**src/rtl/adc_ch_merge.sv**
```systemverilog
// adc_ch_merge: eight one-deep sample holders merged onto a one-hot flag / 16-bit data bus by a round-robin arbiter.
// Build option ADC_CH_TAG_EN: tag bits [15:12] with the channel index; otherwise the sample is sign-extended.
module adc_ch_merge #(
    parameter int NCH = 8,
    parameter int DW  = 12
) (
    input  logic              Clk,
    input  logic              Reset,
    input  logic [NCH-1:0]    ChannelEn,
    input  logic [NCH-1:0]    adc_in_valid,
    input  logic [NCH*DW-1:0] adc_in_data,
    input  logic              ClearOvr,
    output logic [NCH-1:0]    adc_data_flag,
    output logic [15:0]       adc_data_mult_ch,
    output logic [NCH-1:0]    overrun
);
    localparam int IW = $clog2(NCH);

    logic [DW-1:0]  hold_q [NCH];
    logic [DW-1:0]  hold_d [NCH];
    logic [NCH-1:0] pend_q, pend_d;
    logic [IW-1:0]  last_q, last_d;
    logic [NCH-1:0] flag_q, flag_d;
    logic [15:0]    data_q, data_d;
    logic [NCH-1:0] ovr_q, ovr_d;

    logic [NCH-1:0] cap;
    logic           grant_vld;
    logic [IW-1:0]  grant_idx;
    logic [IW-1:0]  probe;
    logic [DW-1:0]  grant_sample;
    logic [15:0]    grant_word;

    assign cap = adc_in_valid & ChannelEn;

    // Rotating search from last+1; the final probe (i == NCH) revisits the last grant itself.
    always_comb begin
        grant_vld = 1'b0;
        grant_idx = '0;
        probe     = '0;
        for (int i = 1; i <= NCH; i++) begin
            probe = last_q + IW'(i);
            if (!grant_vld && pend_q[probe]) begin
                grant_vld = 1'b1;
                grant_idx = probe;
            end
        end
    end

    assign grant_sample = hold_q[grant_idx];

`ifdef ADC_CH_TAG_EN
    assign grant_word = {1'b0, grant_idx, grant_sample};
`else
    assign grant_word = {{(16-DW){grant_sample[DW-1]}}, grant_sample};
`endif

    // NOTE: every variable gets a default at the top of the block, so no path can infer a latch.
    always_comb begin
        flag_d = '0;
        data_d = data_q;
        last_d = last_q;
        pend_d = pend_q;
        hold_d = hold_q;
        ovr_d  = ClearOvr ? '0 : ovr_q;
        if (grant_vld) begin
            flag_d[grant_idx] = 1'b1;
            data_d            = grant_word;
            last_d            = grant_idx;
            pend_d[grant_idx] = 1'b0;
        end
        // A capture on the channel being granted refills it; only an ungranted pending slot overruns.
        for (int k = 0; k < NCH; k++) begin
            if (cap[k]) begin
                hold_d[k] = adc_in_data[k*DW +: DW];
                pend_d[k] = 1'b1;
                if (pend_q[k] && !(grant_vld && grant_idx == IW'(k))) begin
                    ovr_d[k] = 1'b1;
                end
            end
        end
    end

    // NOTE: holding registers are reset along with the flags, so a discarded sample can never resurface.
    always_ff @(posedge Clk or posedge Reset) begin
        if (Reset) begin
            for (int k = 0; k < NCH; k++) begin
                hold_q[k] <= '0;
            end
            pend_q <= '0;
            last_q <= IW'(NCH - 1);
            flag_q <= '0;
            data_q <= '0;
            ovr_q  <= '0;
        end else begin
            // NOTE: non-blocking updates keep every register sampling the pre-edge state.
            hold_q <= hold_d;
            pend_q <= pend_d;
            last_q <= last_d;
            flag_q <= flag_d;
            data_q <= data_d;
            ovr_q  <= ovr_d;
        end
    end

    assign adc_data_flag    = flag_q;
    assign adc_data_mult_ch = data_q;
    assign overrun          = ovr_q;
endmodule

```
**config.mk**
```make
export PLATFORM = sky130hd
export DESIGN_NAME = adc_ch_merge
export DESIGN_NICKNAME = d
export VERILOG_FILES = /design/src/rtl/adc_ch_merge.sv
export SDC_FILE = /design/constraint.sdc
export NUM_CORES = 1
export LEC_CHECK = 0
export ABC_CLOCK_PERIOD_IN_PS = 11200
export BUFFER_PORTS_ARGS = -buffer_cell sky130_fd_sc_hd__buf_4
export CAP_MARGIN = 10
export CELL_PAD_IN_SITES_DETAIL_PLACEMENT = 2
export CELL_PAD_IN_SITES_GLOBAL_PLACEMENT = 2
export CORE_MARGIN = 4
export CORE_UTILIZATION = 35
export DETAILED_ROUTE_END_ITERATION = 10
export PLACE_DENSITY_LB_ADDON = 0.1
export SYNTH_ARGS = -nofsm -noshare
export SYNTH_HDL_FRONTEND = slang
export SYNTH_SLANG_ARGS = --single-unit
```
**constraint.sdc**
```tcl
create_clock -name Clk -period 11.2 [get_ports Clk]
set_input_delay 1.12 -clock Clk [delete_from_list [all_inputs] [get_ports Clk]]
set_output_delay 1.12 -clock Clk [all_outputs]
set_load 0.05 [all_outputs]
```
==> results.ini, run 1 <==
[finish]
register_area_um2 = 3380
utilization = 0.450
layout_common_cells = buf_4 (150), dfrtp_1 (132), mux2_2 (97)
diodes = 0
final_area_um2 = 8900
fill_cells = 2025
area_growth_pct = 24.7
final_common_cell = buf_4
multi_input_area_um2 = 3430
drive_above_1_share = 0.427
layout.nets = 842

[drt]
vias = 5428
drt_iter0_drc = 194
vias_per_cell = 5.41
wl_per_cell_um = 23.1
drt-total-wl_um = 23200
drc = 0
dr.pass1.iters = 4
ant_nets = 0

[clock_tree]
cts-root-buf = clkbuf_16
postCtsHoldBufs = 0
clk_latency_ps = 430
ctsHtreeMaxLevel = 4
path_clk_slew_ps = 70
cts_buffers = 17
ctsResizeCount = 0
cts_tree = yes
cts_sinks = 135
post_cts_buffers = 0
cts_buffer_depth = 2

[setup_path]
cp.arrival_ps = 5940
cp.required_ps = 11500
cp_slowest_stage_delay_ps = 1070
slowest_stage = dfstp_2
reg2reg_slack_ps = 5570
path_class = reg -> reg
path_common_cell = mux2i_1
crit_chain = inv_2 > ha_1 > mux2i_1 > mux2i_1 > o221ai_2 > nand4_1 > a211oi_1 > a21o_1 > buf_4 > nand2b_1 > a311oi_1 > a2111o_1
cp-start-kind = register
ff2ff_path_depth = 12
critPathMaxFanout = 36
crit_path_end_kind = register

[floorplanning]
dieArea_um2 = 22800
die_width_um = 151
start_util = 0.361
placementRows = 51
io_pins = 147
core_area_um2 = 19800
fp.dieH_um = 151

[grt]
grt_max_degree = 94
grt_antenna_before_repair = 0
grt-ovfl-total = 0
grt_pass1_wl_um = 36100
grt_usage = 0.210
grt_pass1_vias = 6169

[logic_synthesis]
syn_area_per_cell_um2 = 11.9
syn_nets = 716
ys_seq_elements = 135
synth_cells = 599
yosys_warnings = 0
synth-main-ff-cell = dfrtp_1
synth_edf_count = 0
ys_async_sr_fraction = 1.00
synth_cell_types = 59
netlist_area_um2 = 7140
synth_seq_area_share = 0.474

[sta]
finalMaxSlewViolations = 0
fin_crit_ps = 5630
tns_ps = 0
worst_pin_slew_ps = 1220
whs_ps = 509
rsz0062_at_grt = no
finalSetupViolCount = 0
hold_viol = 0
fin_crit_sh = 0.503
clock.fmax_mhz = 178
finalClockSkew_ps = 14.2
relSlewSlack = 0.187

[placement]
gp_congestion = 0.809
dp_hpwl_um = 16800
placedInstanceArea_um2 = 8350
io_buffers = 146

[min_path]
hold_path_class = reg -> reg
min_path_cells = 1

[power_and_ir_drop]
p_per_area_nw_per_um2 = 363
pwr-share-clk = 0.165
combPwrFrac = 0.595
p_int_uw = 1680
ir_worst_vdd_mv = 0.208
p_sw_uw = 1560
sequentialPowerShare = 0.240
p_sw_frac = 0.481
leakagePower_uw = 0.00398

[outcome]
status = completed

[flow_run]
cap_viol_max_count = 0

per-stage QoR:
stage                     worst slack, ps  cells  power [uW]
final                                5570   1003        3240
after global routing                 4980   1003        3460
after CTS                            5540   1003        3260
after detailed placement             5600    971        2700
after global placement               5860    971        2630
after floorplan                      6470    599        2240
per-layer routing:
| metal | share of wire | routed length, um | global-route usage | vias up |
|---|---|---|---|---|
| li1 | - | - | - | 2448 |
| met2 | 0.51 | 11800 | 0.355 | 105 |
| met4 | 0.011 | 261 | 0.0517 | 0 |
| met3 | 0.037 | 857 | 0.0410 | 19 |
| met1 | 0.44 | 10300 | 0.279 | 2856 |
| met5 | 0 | 0 | 0 | - |
flip-flops by register name (all words and copies together) (netlist names):
register,cells
pend_q,8
hold_q,96
adc_data_flag,8
adc_data_mult_ch,12
overrun,8
last_q,3
final timing paths:
kind / to / from
max: adc_data_mult_ch[3] / last_q[0]
max in group asynchronous: hold_q[34] / Reset
max reg2reg: adc_data_mult_ch[3] / last_q[0]
min: hold_q[27] / hold_q[27]
min in group asynchronous: hold_q[59] / Reset
min reg2reg: hold_q[27] / hold_q[27]
worst max-delay path, delay by kind of cell (launching register included):
kind / cells / cell delay [ps]
buffers and inverters: 2 / 740
multiplexers: 2 / 470
AO/OA/AOI/OAI: 5 / 1500
AND/OR/NAND/NOR: 2 / 960
flip-flops: 1 / 1070
adder cells (fa/ha/maj): 1 / 750
power by group through the flow:
stage          clock network (uW)  logic [uW]  registers (uW)
3_3_place_gp                    0        1850             777
3_5_place_dp                    0        1920             784
5_1_grt                       572        2100             795
6_report                      534        1930             777
2_1_floorplan                   0        1410             829
4_1_cts                       548        1940             777
layout make-up:
type                    count  share of cell area
inverters                  20             0.00899
clock inverters            12              0.0135
clock buffers              20              0.0490
flip-flops and latches    135               0.380
multi-input cells         401               0.385
repair buffers            150               0.126
well taps                 265              0.0372
cells by family (layout without fill, tap and decap cells):
group,after synthesis,after routing,synth area share
xor+xnor,3,3,0.00631
buf+inv,63,202,0.0466
mux,148,148,0.259
compound gates,114,114,0.121
fa+ha+maj,2,2,0.00350
simple gates,134,134,0.0895
flops,135,135,0.474
cell usage after synthesis, drive strengths merged, types with 5 or more instances:
cell,n,area share
dfrtp,132,0.46
clkbuf,15,0.0079
mux2i,35,0.056
a311oi,5,0.0061
a211o,7,0.0086
buf,28,0.028
nor2b,7,0.0061
a31oi,5,0.0044
inv,20,0.011
mux4,16,0.050
mux2,97,0.15
nand3,14,0.0098
o21ai,24,0.017
and2,9,0.0084
nand2,67,0.036
a32oi,17,0.021
a2111o,5,0.0079
a21oi,22,0.017
nor2,23,0.012
Note: power is estimated with default switching activity, not from simulation.
==> run 2, diff against run 1 <==
--- a/config.mk
+++ b/config.mk
@@ -5,13 +5,14 @@
 export SDC_FILE = /design/constraint.sdc
 export NUM_CORES = 1
 export LEC_CHECK = 0
-export ABC_CLOCK_PERIOD_IN_PS = 11200
+export ABC_AREA = 1
+export ABC_CLOCK_PERIOD_IN_PS = 5400
 export BUFFER_PORTS_ARGS = -buffer_cell sky130_fd_sc_hd__buf_4
 export CAP_MARGIN = 10
 export CELL_PAD_IN_SITES_DETAIL_PLACEMENT = 2
 export CELL_PAD_IN_SITES_GLOBAL_PLACEMENT = 2
 export CORE_MARGIN = 4
-export CORE_UTILIZATION = 35
+export CORE_UTILIZATION = 31
 export DETAILED_ROUTE_END_ITERATION = 10
 export PLACE_DENSITY_LB_ADDON = 0.1
 export SYNTH_ARGS = -nofsm -noshare
==> constraint.sdc (replaced) <==
create_clock -name Clk -period 5.4 [get_ports Clk]
set_input_delay 0.54 -clock Clk [delete_from_list [all_inputs] [get_ports Clk]]
set_output_delay 0.54 -clock Clk [all_outputs]
set_load 0.05 [all_outputs]
==> run 2 against run 1 <==
Global-route usage is 0.13 points lower. Register-to-register slack got worse by 4300 ps. Worst hold slack lost 260 ps. Non-clock buffer count grew 2. Synthesized cell count is 45% higher. Utilization fell by 5.2 points. Cell area fell by 2.7%. Largest cell class is now sequential cells.
==> results.ini, run 2 <==
[setup_path]
crit_family = simple AND/OR/NAND/NOR gates
cp.arrival_ps = 4370  ; -1570 ps
crit_path_end_kind = register
cp.required_ps = 5670  ; -5830 ps
cp-start-kind = register
path_class = reg -> reg
worst-path-buf-inv = 4  ; +2
critPathMaxFanout = 23  ; -36%
slowest_stage = dfstp_2
cp_slowest_stage_delay_ps = 690  ; -380 ps
crit_chain = inv_2 > ha_1 > inv_1 > nand3_1 > nand3_2 > nand2_2 > nor2_2 > nand4_2 > nor2_4 > nand4_2 > nand2_2 > buf_4 > inv_1 > nor2_1 > nand2_1 > nand2_1 > nand2_1
path_common_cell = nand2_1

[drt]
drc = 0  ; unchanged
dr.pass1.iters = 4  ; unchanged
vias = 6225  ; +15%
drt_iter0_drc = 207  ; +6.7%
ant_nets = 0  ; unchanged
drt-total-wl_um = 24900  ; +7.2%
wl_per_cell_um = 19.2  ; -17%
vias_per_cell = 4.82  ; -11%

[floorplanning]
core_area_um2 = 21800  ; +10%
die_width_um = 157  ; +3.8%
io_pins = 147  ; unchanged
placementRows = 54  ; +5.9%
dieArea_um2 = 24500  ; +7.7%
start_util = 0.314  ; -0.0466
fp.dieH_um = 157  ; +3.8%

[logic_synthesis]
syn_area_per_cell_um2 = 7.86  ; -34%
ys_seq_elements = 135  ; unchanged
synth_edf_count = 0  ; unchanged
synth_cell_types = 32  ; -46%
syn_nets = 987  ; +38%
synth_cells = 870  ; +45%
yosys_warnings = 0  ; unchanged
ys_async_sr_fraction = 1.00  ; unchanged
synth_seq_area_share = 0.494  ; +0.0209
yosysMostFrequentCell = nand2_1
yosysTopAreaCellShare = 0.483  ; +0.0204
synth_top_cell_by_area = dfrtp_1
synth_top_cells_by_area = dfrtp_1 (48%), nand2_1 (26%), nand3_1 (6.6%), mux2_2 (5.9%), inv_1 (1.2%)
netlist_area_um2 = 6840  ; -4.2%
synth_common_cells = nand2_1 (474), dfrtp_1 (132), nand3_1 (90)
synth-main-ff-cell = dfrtp_1

[sta]
finalMaxSlewViolations = 0  ; unchanged
rsz0062_at_grt = no
finalClockSkew_ps = 15.7  ; +1.48 ps
finalSetupViolCount = 0  ; unchanged
fin_crit_sh = 0.759  ; +0.256
hold_viol = 0  ; unchanged
fin_crit_ps = 4100  ; -1530 ps
relSlewSlack = 0.430  ; +0.243
worst_pin_slew_ps = 853  ; -362 ps
whs_ps = 249  ; -260 ps
tns_ps = 0  ; unchanged
clock.fmax_mhz = 244  ; +37%

[clock_tree]
ctsResizeCount = 0  ; unchanged
post_cts_buffers = 0  ; unchanged
path_clk_slew_ps = 70  ; about the same
cts_buffer_depth = 2  ; unchanged
cts_sinks = 135  ; unchanged
cts-root-buf = clkbuf_16
cts_buffers = 17  ; unchanged
cts_tree = yes
clk_latency_ps = 430  ; about the same
ctsHtreeMaxLevel = 4  ; unchanged
postCtsHoldBufs = 0  ; unchanged

[grt]
grt_pass1_wl_um = 39300  ; +9.0%
grt_usage = 0.209  ; -0.00127
grt_max_degree = 81  ; -14%
grt_antenna_before_repair = 0  ; unchanged
grt-ovfl-total = 0  ; unchanged
grt_pass1_vias = 7023  ; +14%

[finish]
layout_common_cells = nand2_1 (474), buf_4 (152), dfrtp_1 (132)
largest_reg_flops = 96  ; unchanged
layout.nets = 1116  ; +33%
drive_above_1_share = 0.257  ; -0.170
area_growth_pct = 26.7
diodes = 0  ; unchanged
regMostFlops = hold_q
final_common_cell = nand2_1

[outcome]
status = completed

[min_path]
hold_path_class = in -> async

[flow_run]
cap_viol_max_count = 0  ; unchanged

[placement]
gp_congestion = 0.805  ; -0.38%
dp_hpwl_um = 18200  ; +8.2%
io_buffers = 146  ; unchanged

run 2: stage by stage:
| stage | worst slack [ps] | cells | util | cell area, um2 |
|---|---|---|---|---|
| after global placement | 1510 | 1260 | 0.372 | 8080 |
| final | 1300 | 1292 | 0.398 | 8670 |
| after CTS | 1320 | 1292 | 0.398 | 8670 |
| after detailed placement | 1370 | 1260 | 0.372 | 8080 |
| after global routing | 922 | 1292 | 0.398 | 8670 |
| after floorplan | 1250 | 870 | - | 6840 |
run 2: final timing paths:
| path | startpoint | endpoint | slack [ps] | cells after the start |
|---|---|---|---|---|
| hold / removal | Reset | hold_q[1] | 250 | 2 |
| setup / recovery | last_q[0] | pend_q[1] | 1300 | 17 |
| max in group asynchronous | Reset | hold_q[84] | 3940 | 3 |
| setup reg to reg | last_q[0] | pend_q[1] | 1300 | 17 |
| hold reg to reg | hold_q[49] | hold_q[49] | 480 | 2 |
| min in group Clk | adc_in_data[38] | hold_q[50] | 300 | 3 |
run 2: final cells by class:
cell class,count,area (um2)
Fill cell,2529,13100
Clock buffer,17,425
Multi-Input combinational cell,661,3080
Timing Repair Buffer,152,1140
Tap cell,280,350
Sequential cell,135,3380
Inverter,32,130
Clock inverter,15,159
run 2: cell families after synthesis:
family          after synthesis  share of synthesized area
compound gates               14                     0.0141
xor+xnor                      3                    0.00604
fa+ha+maj                     2                    0.00366
buf+inv                      74                     0.0554
flops                       135                      0.494
mux                          36                     0.0593
simple gates                606                      0.367
run 2: per-layer routing:
layer / share of wire / wire length [um] / track usage / up-vias
li1: - / - / - / 2986
met1: 0.44 / 11000 / 0.274 / 3105
met2: 0.51 / 12700 / 0.364 / 118
met3: 0.038 / 945 / 0.0357 / 16
met4: 0.010 / 255 / 0.0426 / 0
met5: 0 / 0 / 0 / -
Power of run 2 is not shown: default switching activity piles up to over one toggle a cycle in this logic, so the estimate is an artifact.
==> run 3, diff against run 2 <==
--- a/config.mk
+++ b/config.mk
@@ -5,14 +5,14 @@
 export SDC_FILE = /design/constraint.sdc
 export NUM_CORES = 1
 export LEC_CHECK = 0
-export ABC_AREA = 1
-export ABC_CLOCK_PERIOD_IN_PS = 5400
+export ABC_AREA = 0
+export ABC_CLOCK_PERIOD_IN_PS = 4150
 export BUFFER_PORTS_ARGS = -buffer_cell sky130_fd_sc_hd__buf_4
 export CAP_MARGIN = 10
 export CELL_PAD_IN_SITES_DETAIL_PLACEMENT = 2
 export CELL_PAD_IN_SITES_GLOBAL_PLACEMENT = 2
 export CORE_MARGIN = 4
-export CORE_UTILIZATION = 31
+export CORE_UTILIZATION = 35
 export DETAILED_ROUTE_END_ITERATION = 10
 export PLACE_DENSITY_LB_ADDON = 0.1
 export SYNTH_ARGS = -nofsm -noshare
==> constraint.sdc (replaced) <==
create_clock -name Clk -period 4.15 [get_ports Clk]
set_input_delay 0.415 -clock Clk [delete_from_list [all_inputs] [get_ports Clk]]
set_output_delay 0.415 -clock Clk [all_outputs]
set_load 0.05 [all_outputs]
==> run 3 against run 2 <==
Routed wire length decreased by 3.0%. Cell count decreased by 21%. Non-clock buffer count increased by 11. Sequential share of layout area decreased by 2.0 points. First-iteration DRC count decreased by 0.48%. Clock skew decreased by 2.9 ps. Sequential cell count unchanged. Die area decreased by 7.1%. Utilization increased by 6.3 points. Setup slack got worse by 1100 ps.
==> results.ini, run 3 (synthesis results as in run 1) <==
[clock_tree]
cts_sinks = 135  ; unchanged
cts_tree = yes
cts_buffers = 17  ; unchanged
cts-root-buf = clkbuf_16
postCtsHoldBufs = 0  ; unchanged
clk_latency_ps = 430  ; about the same
ctsHtreeMaxLevel = 4  ; unchanged
path_clk_slew_ps = 70  ; about the same
cts_buffer_depth = 2  ; unchanged

[finish]
utilization = 0.462  ; +0.0635
final_common_cell = buf_4
largest_reg_flops = 96  ; unchanged
fin_cells = 1017  ; -21%
fill_cells = 2000  ; -21%
area_growth_pct = 27.9
layout_common_cells = buf_4 (161), dfrtp_1 (132), mux2_2 (97)
drive_above_1_share = 0.442  ; +0.185
regMostFlops = hold_q
layout.nets = 855  ; -23%

[grt]
grt_max_degree = 71  ; -12%
grt_pass1_wl_um = 37400  ; -4.9%
grt_usage = 0.219  ; +0.0101
grt_pass1_vias = 6405  ; -8.8%
grt_antenna_before_repair = 1  ; +1
grt-ovfl-total = 0  ; unchanged

[drt]
wl_met2_um = 12600  ; -0.48%
wl_per_cell_um = 23.7  ; +23%
drt_iter0_drc = 206  ; -0.48%
met1_length_um = 10300  ; -5.8%
ant_nets = 0  ; unchanged
drc = 0  ; unchanged
vias = 5551  ; -11%
dr.pass1.iters = 4  ; unchanged
vias_per_cell = 5.46  ; +13%
wl_met3_um = 761  ; -19%
highest_layer = met4
drt-total-wl_um = 24100  ; -3.0%

[setup_path]
reg2reg_slack_ps = 220  ; -1080 ps
cp.required_ps = 4450  ; -1220 ps
crit_chain = buf_4 > ha_1 > xnor2_4 > mux2i_1 > o221ai_2 > a21o_1 > nand2_2 > a21oi_4 > buf_12 > mux2i_1 > mux2i_1 > a2111o_1
crit_path_end_kind = register
cp.arrival_ps = 4230  ; -140 ps
path_class = reg -> reg
timing.rr.start = last_q[1]
slowest_stage = dfstp_2
path_common_cell = mux2i_1
critPathMaxFanout = 44  ; +91%
ff2ff_path_depth = 12  ; -5
r2r_end = adc_data_mult_ch[0]
cp-start-kind = register
cp_slowest_stage_delay_ps = 530  ; -160 ps

[placement]
dp_slack_ps = 66.2  ; -1310 ps
place_inst = 982  ; -22%
gp_congestion = 0.897  ; +11%
io_buffers = 146  ; unchanged
dp_hpwl_um = 17300  ; -5.3%

[floorplanning]
dieArea_um2 = 22800  ; -7.1%
placementRows = 51  ; -5.6%
core_area_um2 = 19800  ; -9.1%
io_pins = 147  ; unchanged
start_util = 0.361  ; +0.0466
die_width_um = 151  ; -3.6%
fp.dieH_um = 151  ; -3.6%

[sta]
finalSetupViolCount = 0  ; unchanged
relSlewSlack = 0.452  ; +0.0217
hold_viol = 0  ; unchanged
tns_ps = 0  ; unchanged
finalClockSkew_ps = 12.8  ; -2.88 ps
finalMaxSlewViolations = 0  ; unchanged
fin_crit_sh = 0.947  ; +0.188
worst_pin_slew_ps = 814  ; -39.1 ps
clock.fmax_mhz = 255  ; +4.3%
fin_crit_ps = 3930  ; -170 ps
whs_ps = 66.3  ; -183 ps
worst_slack_ps = 221  ; -1080 ps

[power_and_ir_drop]
leakagePower_uw = 0.00412
p_per_area_nw_per_um2 = 1020
ir_worst_vdd_mv = 0.435

[min_path]
hold_path_class = in -> async

[outcome]
status = completed

[flow_run]
cap_viol_max_count = 0  ; unchanged

==> run 3: cell types whose count changed in the layout (fill, tap and decap cells not counted), sizes merged, moves of 16 or more <==
| cell | change |
|---|---|
| nand2 | -414 |
| nand3 | -80 |
| mux2 | +61 |
| mux2i | +35 |
| a21oi | +20 |
| a32oi | +17 |
| mux4 | +16 |
==> run 3: critical path: cells and delay by family (launching register included) <==
family | cells | cell delay [ps]
buffers and inverters | 2 | 560
adders and majority gates | 1 | 360
muxes | 3 | 550
DFF | 1 | 530
xor gates and xnor gates | 1 | 220
AOI/OAI and AO/OA | 4 | 1410
and+or+nand+nor | 1 | 130
==> run 3: repair_timing <==
| action | in CTS | in global routing |
|---|---|---|
| cloned | 0 | 0 |
| setup endpoints to repair | 3 | 5 |
| buffers inserted | 0 | 2 |
| resized for setup | 1 | 0 |
==> run 3: where the power goes <==
group	switching (uW)	leakage (uW)	internal (uW)	total (uW)
combinational	3390	0.00220	2210	5600
sequential	325	0.00160	1680	2000
clock	654	0.000324	1060	1710
==> run 3: final cells by class <==
type	instances	area, um2	share of cell area
antenna	1	2.50	0.000274
clock buffer	19	453	0.0496
clock inverter	13	209	0.0229
inverter	20	80.1	0.00876
multi-input combinational	401	3430	0.375
sequential	135	3380	0.370
tap	265	332	0.0363
timing repair buffer	163	1250	0.137
==> run 3: per-stage QoR <==
stage               area (um2)  power [uW]
floorplan                 7140        6040
global placement          8450        7280
detailed placement        8450        7520
CTS                       9120        9350
global route              9140        9900
finish                    9140        9310
==> run 3: worst max-delay path by stage <==
stage / startpoint / end / cells past startpoint
final: last_q[1] / adc_data_mult_ch[0] / 12
after global routing: last_q[1] / adc_data_mult_ch[6] / 11
after CTS: last_q[1] / adc_data_mult_ch[3] / 12
after detailed placement: last_q[1] / adc_data_mult_ch[3] / 12
after global placement: last_q[1] / adc_data_mult_ch[2] / 12
after floorplan: Reset / adc_data_flag[0] / 1
==> run 3: routing by layer <==
layer	global-route usage	up-vias
met1	0.280	2922
met2	0.385	122
met3	0.0365	26
met5	0	-
met4	0.0576	0
li1	-	2481
